`src/rtl/pipeline_stage_register.sv`:
```
// pipeline_stage_register: valid/ready inter-stage register with stall, flush-to-bubble, optional skid entry
module pipeline_stage_register #(
   parameter int                    DATA_WIDTH  = 32,
   parameter int                    CTRL_WIDTH  = 16,
   parameter logic [CTRL_WIDTH-1:0] CTRL_BUBBLE = '0,
   parameter bit                    SKID_EN     = 1'b1,
   parameter int                    COUNT_WIDTH = 8
) (
   input  logic                   clock,
   input  logic                   resetN,
   input  logic                   inValid,
   output logic                   inReady,
   input  logic [DATA_WIDTH-1:0]  inData,
   input  logic [CTRL_WIDTH-1:0]  inCtrl,
   input  logic                   stall,
   input  logic                   flush,
   output logic                   outValid,
   input  logic                   outReady,
   output logic [DATA_WIDTH-1:0]  outData,
   output logic [CTRL_WIDTH-1:0]  outCtrl,
   output logic [COUNT_WIDTH-1:0] killedCount
);
   logic                   head_valid, skid_valid;
   logic [DATA_WIDTH-1:0]  skid_data;
   logic [CTRL_WIDTH-1:0]  skid_ctrl;
   logic                   in_fire, out_fire, load_in, load_skid, fill_skid, drain;
   logic [COUNT_WIDTH:0]   kill_sum;
   // handshake decode; the head is never emitted in a flush cycle, so an entry is either delivered or killed
   always_comb begin
      inReady   = resetN & (flush | (!stall & (SKID_EN ? !(head_valid & skid_valid) : (!head_valid | outReady))));
      outValid  = head_valid & !stall & !flush;
      in_fire   = inValid & inReady & !stall & !flush;
      out_fire  = outValid & outReady;
      load_skid = out_fire & skid_valid;
      fill_skid = SKID_EN & in_fire & head_valid & !out_fire;
      load_in   = in_fire & !fill_skid;
      drain     = out_fire & !skid_valid & !in_fire;
      kill_sum  = {1'b0, killedCount} + (COUNT_WIDTH+1)'(head_valid) + (COUNT_WIDTH+1)'(skid_valid);
   end
   // occupancy, head control field and flush accounting
   always_ff @(posedge clock or negedge resetN)
      if (!resetN) begin
         head_valid  <= 1'b0;
         skid_valid  <= 1'b0;
         outCtrl     <= CTRL_BUBBLE;
         killedCount <= '0;
      end else if (flush) begin
         head_valid  <= 1'b0;
         skid_valid  <= 1'b0;
         outCtrl     <= CTRL_BUBBLE;
         killedCount <= kill_sum[COUNT_WIDTH] ? '1 : kill_sum[COUNT_WIDTH-1:0];
      end else begin
         head_valid <= load_in | load_skid | (head_valid & !drain);
         skid_valid <= fill_skid | (skid_valid & !load_skid);
         if (load_in) outCtrl <= inCtrl;
         else if (load_skid) outCtrl <= skid_ctrl;
         else if (drain) outCtrl <= CTRL_BUBBLE;
      end
   // payload registers change only when an entry is captured
   always_ff @(posedge clock or negedge resetN)
      if (!resetN) begin
         outData   <= '0;
         skid_data <= '0;
         skid_ctrl <= CTRL_BUBBLE;
      end else if (!flush) begin
         if (load_in) outData <= inData;
         else if (load_skid) outData <= skid_data;
         if (fill_skid) begin
            skid_data <= inData;
            skid_ctrl <= inCtrl;
         end
      end
endmodule

```
`config.mk`:
```
export PLATFORM = sky130hd
export DESIGN_NAME = pipeline_stage_register
export DESIGN_NICKNAME = d
export VERILOG_FILES = /design/src/rtl/pipeline_stage_register.sv
export SDC_FILE = /design/constraint.sdc
export NUM_CORES = 1
export LEC_CHECK = 0
export BUFFER_PORTS_ARGS = -buffer_cell sky130_fd_sc_hd__buf_2
export CORE_MARGIN = 2
export CORE_UTILIZATION = 48
export DETAILED_ROUTE_END_ITERATION = 10
export PLACE_DENSITY = 0.87
export SETUP_SLACK_MARGIN = 0.1
export SYNTH_ARGS = -nofsm -noshare
export SYNTH_HDL_FRONTEND = slang
export SYNTH_SLANG_ARGS = --single-unit
export TNS_END_PERCENT = 5
```
`constraint.sdc`:
```
create_clock -name clock -period 1.7 [get_ports clock]
set_input_delay 0.085 -clock clock [delete_from_list [all_inputs] [get_ports clock]]
set_output_delay 0.085 -clock clock [all_outputs]
set_load 0.02 [all_outputs]
```
==> results.toml, run 1 <==
[power]
comb_power_share = 0.270
p_sw_frac = 0.3118
switchingPower_w = 0.002249
peakVddDrop_mv = 0.5074
powerDensity_mw_per_mm2 = 1158
leakagePower_nw = 2.905
internal_power_w = 0.004966
clkPwrFrac = 0.238
power.share.sequential = 0.492

[critical_path]
start_kind = "register"
cp_max_fo = 21
end_kind = "register"
critPathRequiredTime_ps = 1940
cp.arrival_ps = 1900
crit_type = "reg -> reg"
critPathTopFamily = "simple AND/OR/NAND/NOR gates"
crit_slowest_cell = "or4_4"
critPathLaunch = "skid_valid$_DFF_PN0_"
cp_slowest_stage_delay_ps = 520
path_cells = "inv_2 -> or4_4 -> buf_4 -> o22ai_1 -> a2bb2oi_2"
crit_buf_inv = 2
r2r-start = "skid_valid$_DFF_PN0_"

[die]
core_mm2 = 0.009328
die_w_um = 102.4
pin_count = 112
die-area_mm2 = 0.01050
num_rows = 35
start_util = 0.4987
die_h_um = 102.4

[timing]
fmax_ghz = 0.6011
slew_violations = 0
setup_violations = 0
fin_crit_ps = 1664
rsz0062_at_grt = "yes"
tightest_slew_ps = 554.7
setup_slack_ps = 36.31
fin_worst_skew_ps = 9.624
relSlewSlack = 0.6302
timing.hold.ws_ps = -147.9
hold_violations = 106
timing.final.crit_share = 0.9786

[final_layout]
nets = 570
final_cell_area_mm2 = 0.006231
area_growth_pct = 33.94
drive_above_1_share = 0.4432
final_cell_mix = "110 x buf_2, 104 x dfrtp_1, 48 x dlygate4sd3_1, 31 x a2bb2oi_2"
multi_input_area_mm2 = 0.001867
regArea_mm2 = 0.002655
fill_cells = 687
final_common_cell = "buf_2"
final_util = 0.6680
n_antenna_cell = 0

[detailed_routing]
firstDrtPassIters = 4
drc = 0
num_vias = 3453
drt_iter0_drc = 89
ant_nets = 0
wl_per_cell_um = 16.98
routed_wl_mm = 11.00
via_per_inst = 5.329

[status]
status = "finished, violations left"
violations = "negative hold slack"

[hold_path]
hold_class = "in -> async"

[flow_run]
cap_violations = 0

[global_route]
grt_pass1_vias = 3610
track_usage = 0.2078
antenna_found_initial = 0
grt_max_degree = 108
grt_pass1_wl_mm = 16.84
overflow = 0

[synth]
synth_cell_types = 44
synth_top_area_frac = 0.5702
ys_seq_area_frac = 0.5702
synth_fp_nets = 404
ys_warn_count = 0
synth_area_leaders = "dfrtp_1 57%, a2bb2oi_2 9.7%, mux2_2 6.8%"
netlist_instances = 348
ys_async_sr_fraction = 1.000
synth_largest_area_cell = "dfrtp_1"
syn_area_mm2 = 0.004652
synth_edf_count = 0
synthFlopType = "dfrtp_1"
synth.avg_cell_area_um2 = 13.37
synth-seq-cells = 106

[clock_tree]
numCtsBuffers = 9
cts_max_path_buffers = 2
cts.sinks = 106
cts_max_level = 3
cts-root-buf = "clkbuf_8"
cts.reportedPaths.clkPinSlew_ps = 100
holdBufCountCts = 48
clock_latency_ps = 350
cts_tree = "built"

[placed_design]
dp_hpwl_mm = 6.715
place_ws_ps = -6.717
place_congestion = 0.8660
io_buffers = 111
dpl_cell_area_mm2 = 0.005451
## power by group through the flow
stage | clock network [W] | logic, W | registers, W
floorplan | 0 | 0.000855 | 0.00386
global placement | 0 | 0.00176 | 0.00353
detailed placement | 0 | 0.00182 | 0.00359
CTS | 0.00176 | 0.00192 | 0.00353
global route | 0.00187 | 0.00211 | 0.00361
finish | 0.00172 | 0.00195 | 0.00355
## cell families (layout without fill, tap and decap cells)
| family | count (synthesis) | in the layout | share of synthesized area |
|---|---|---|---|
| mux | 50 | 50 | 0.1205 |
| buf+inv | 44 | 214 | 0.04680 |
| simple gates | 37 | 38 | 0.04438 |
| fa+ha+maj | 2 | 2 | 0.006993 |
| compound gates | 106 | 106 | 0.2055 |
| xor+xnor | 3 | 3 | 0.005649 |
| flops | 106 | 106 | 0.5702 |
## cell usage after synthesis, types with 2 or more instances
master / n
dfrtp_1: 106
o22ai_1: 32
a2bb2oi_2: 30
mux2_2: 28
mux2_1: 20
inv_1: 19
a22oi_1: 15
o21ai_1: 15
nand2_1: 10
clkbuf_1: 7
buf_2: 6
a21oi_1: 5
buf_6: 5
nor2_1: 5
buf_1: 4
nand4_1: 3
nor3_1: 3
xor2_1: 3
a31oi_1: 2
and2_1: 2
buf_4: 2
mux2i_1: 2
nand3_1: 2
nor2b_1: 2
## state kept, by name (all words and copies together), names as in the netlist
name,cells
head_valid,1
outData,32
skid_valid,1
killedCount,8
skid_ctrl,16
outCtrl,16
skid_data,32
## layer usage
metal / share of wire / global-route usage / vias to the layer above
li1: - / - / 1621
met1: 0.40 / 0.2390 / 1699
met2: 0.53 / 0.3771 / 116
met3: 0.056 / 0.04241 / 17
met4: 0.015 / 0.08308 / 0
met5: 0 / 0 / -
## layout make-up
type | count | area share
multi-input cells | 199 | 0.2996
clock buffers | 9 | 0.01988
inverters | 20 | 0.01205
repair buffers | 178 | 0.2002
flip-flops and latches | 106 | 0.4261
clock inverters | 7 | 0.01627
well taps | 129 | 0.02590
## timing repair
| item | CTS | global route |
|---|---|---|
| resized for setup | 3 | 9 |
| endpoints found under the setup margin | 42 | 66 |
| cloned | 0 | 1 |
| pin swaps | 1 | 6 |
| hold endpoints to repair | 169 | 106 |
| buffers inserted | 2 | 0 |
## per-stage QoR
step / total power (W) / std cells / setup TNS [ps]
after floorplan: 0.004716 / 348 / 0
after detailed placement: 0.005404 / 581 / -8.725
final: 0.007215 / 648 / 0
after global routing: 0.007594 / 648 / -45.93
after CTS: 0.007219 / 647 / 0
after global placement: 0.005292 / 581 / 0
## worst paths after layout
kind,to,slack [ps],cells after the start
max in group asynchronous,skid_data[24]$_DFFE_PN0P_,1450,2
worst max register to register,outData[4]$_DFFE_PN0P_,40,5
worst min register to register,skid_data[15]$_DFFE_PN0P_,500,1
worst max-delay path,outData[4]$_DFFE_PN0P_,40,5
worst min-delay path,outData[8]$_DFFE_PN0P_,-150,2
min in group clock,skid_valid$_DFF_PN0_,140,4
No activity file was read; power rests on OpenSTA's default activity.
==> run 2, diff against run 1 <==
--- a/config.mk
+++ b/config.mk
@@ -10,6 +10,7 @@
 export CORE_UTILIZATION = 48
 export DETAILED_ROUTE_END_ITERATION = 10
 export PLACE_DENSITY = 0.87
+export RECOVER_POWER = 100
 export SETUP_SLACK_MARGIN = 0.1
 export SYNTH_ARGS = -nofsm -noshare
 export SYNTH_HDL_FRONTEND = slang
==> results.toml, run 2 (same netlist as run 1, synthesis figures left out) <==
[timing]
setup_violations = 0
tightest_slew_ps = 550.3
slew_violations = 0
fin_worst_skew_ps = 8.566
rsz0062_at_grt = "yes"
relSlewSlack = 0.6331
fin_crit_ps = 1664
hold_violations = 0
timing.final.crit_share = 0.9789
fmax_ghz = 0.6009
setup_slack_ps = 35.84

[final_layout]
final_cell_area_mm2 = 0.006160
reg_top3 = "outData (32), skid_data (32)"
n_antenna_cell = 0
final_common_cell = "dfrtp_1"
nets = 570
final_util = 0.6604
area_growth_pct = 32.41
drive_above_1_share = 0.3372
final_cell_mix = "104 x dfrtp_1, 56 x buf_2, 55 x clkbuf_1, 48 x dlygate4sd3_1, 31 x a2bb2oi_2"

[die]
die_h_um = 102.4
start_util = 0.4987
die_w_um = 102.4
pin_count = 112
num_rows = 35
die-area_mm2 = 0.01050
core_mm2 = 0.009328

[power]
comb_power_share = 0.262
p_sw_frac = 0.3168
powerDensity_mw_per_mm2 = 1162
internal_power_w = 0.004888
switchingPower_w = 0.002267
peakVddDrop_mv = 0.5016
clkPwrFrac = 0.240
power.share.sequential = 0.498
leakagePower_nw = 2.736
finalPower_w = 0.007155

[placed_design]
io_buffers = 111
place_congestion = 0.8660
dpl_cell_area_mm2 = 0.005451
place_ws_ps = -6.717
dp_hpwl_mm = 6.715

[flow_run]
cap_violations = 0

[clock_tree]
cts.reportedPaths.clkPinSlew_ps = 100
clock_latency_ps = 360
cts-root-buf = "clkbuf_8"
cts_max_path_buffers = 2
cts_tree = "built"
cts_max_level = 3
cts.sinks = 106
numCtsBuffers = 9
holdBufCountCts = 48

[critical_path]
cp_max_fo = 21
end_kind = "register"
path_cells = "inv_2 -> or4_4 -> buf_4 -> o22ai_1 -> a2bb2oi_2"
crit_type = "reg -> reg"
cp.arrival_ps = 1900
critPathRequiredTime_ps = 1940
start_kind = "register"
critPathTopFamily = "simple AND/OR/NAND/NOR gates"
crit_slowest_cell = "or4_4"
crit_buf_inv = 2
cp_slowest_stage_delay_ps = 520

[global_route]
grtUsageMet2 = 0.3771
antenna_found_initial = 0
grt_util_met3 = 0.04241
grt_pass1_vias = 3610
track_usage = 0.2078
grt_max_degree = 108
grt_pass1_wl_mm = 16.84
busiest_layer = "met2"
grt_util_met1 = 0.2390
overflow = 0

[detailed_routing]
firstDrtPassIters = 4
via_per_inst = 5.324
ant_nets = 0
drc = 0
drt_iter0_drc = 81
num_vias = 3450
routed_wl_mm = 11.01
wl_per_cell_um = 16.99

[hold_path]
hold_class = "in -> async"

[status]
status = "finished clean"
-- run 2: timing repair --
action,4_1_cts,5_1_grt
cloned,0,1
pin swaps,1,6
buffers inserted,2,0
endpoints found under the setup margin,42,66
gates resized for setup,3,9
endpoints found under the hold margin,169,106
-- run 2: routing by layer --
metal  vias to the layer above  share of wire
met5                         -              0
met4                         0          0.015
met3                        19          0.053
met2                       118           0.53
met1                      1693           0.40
li1                       1620              -
-- run 2: area by class of cell --
cell class,count,area [um^2]
clock buffer,9,123.9
clock inverter,7,101.3
fill,710,3168
inverter,20,75.07
multi-input combinational,199,1867
sequential,106,2655
tap,129,161.4
timing repair buffer,178,1176
-- run 2: metrics by stage --
stage	hold slack [ps]	TNS, ps	instances
floorplan	-210.6	0	348
global placement	233.7	0	581
detailed placement	257.1	-8.725	581
CTS	-150.3	0	647
global route	66.14	-45.94	648
finish	17.49	0	648
-- run 2: power by group through the flow --
stage                     combinational (W)  clock (W)  sequential, W
after floorplan                    0.000855          0        0.00386
after global placement              0.00176          0        0.00353
after detailed placement            0.00182          0        0.00359
after CTS                           0.00192    0.00176        0.00353
after global routing                0.00203    0.00187        0.00362
final                               0.00187    0.00172        0.00356
-- run 2: final timing paths --
path / start / cells past startpoint / end / slack [ps]
max: skid_valid$_DFF_PN0_ / 5 / outData[4]$_DFFE_PN0P_ / 40
min: resetN / 2 / outData[8]$_DFFE_PN0P_ / 20
max reg2reg: skid_valid$_DFF_PN0_ / 5 / outData[4]$_DFFE_PN0P_ / 40
min reg2reg: skid_data[15]$_DFFE_PN0P_ / 1 / skid_data[15]$_DFFE_PN0P_ / 500
max in group asynchronous: resetN / 2 / head_valid$_DFF_PN0_ / 1280
min in group clock: outReady / 4 / skid_valid$_DFF_PN0_ / 140
-- run 2: worst reg2reg max path: stages (launching register included) --
cell	delay, ps
dfrtp_1	410
inv_2	80
or4_4	520
buf_4	250
o22ai_1	220
a2bb2oi_2	80
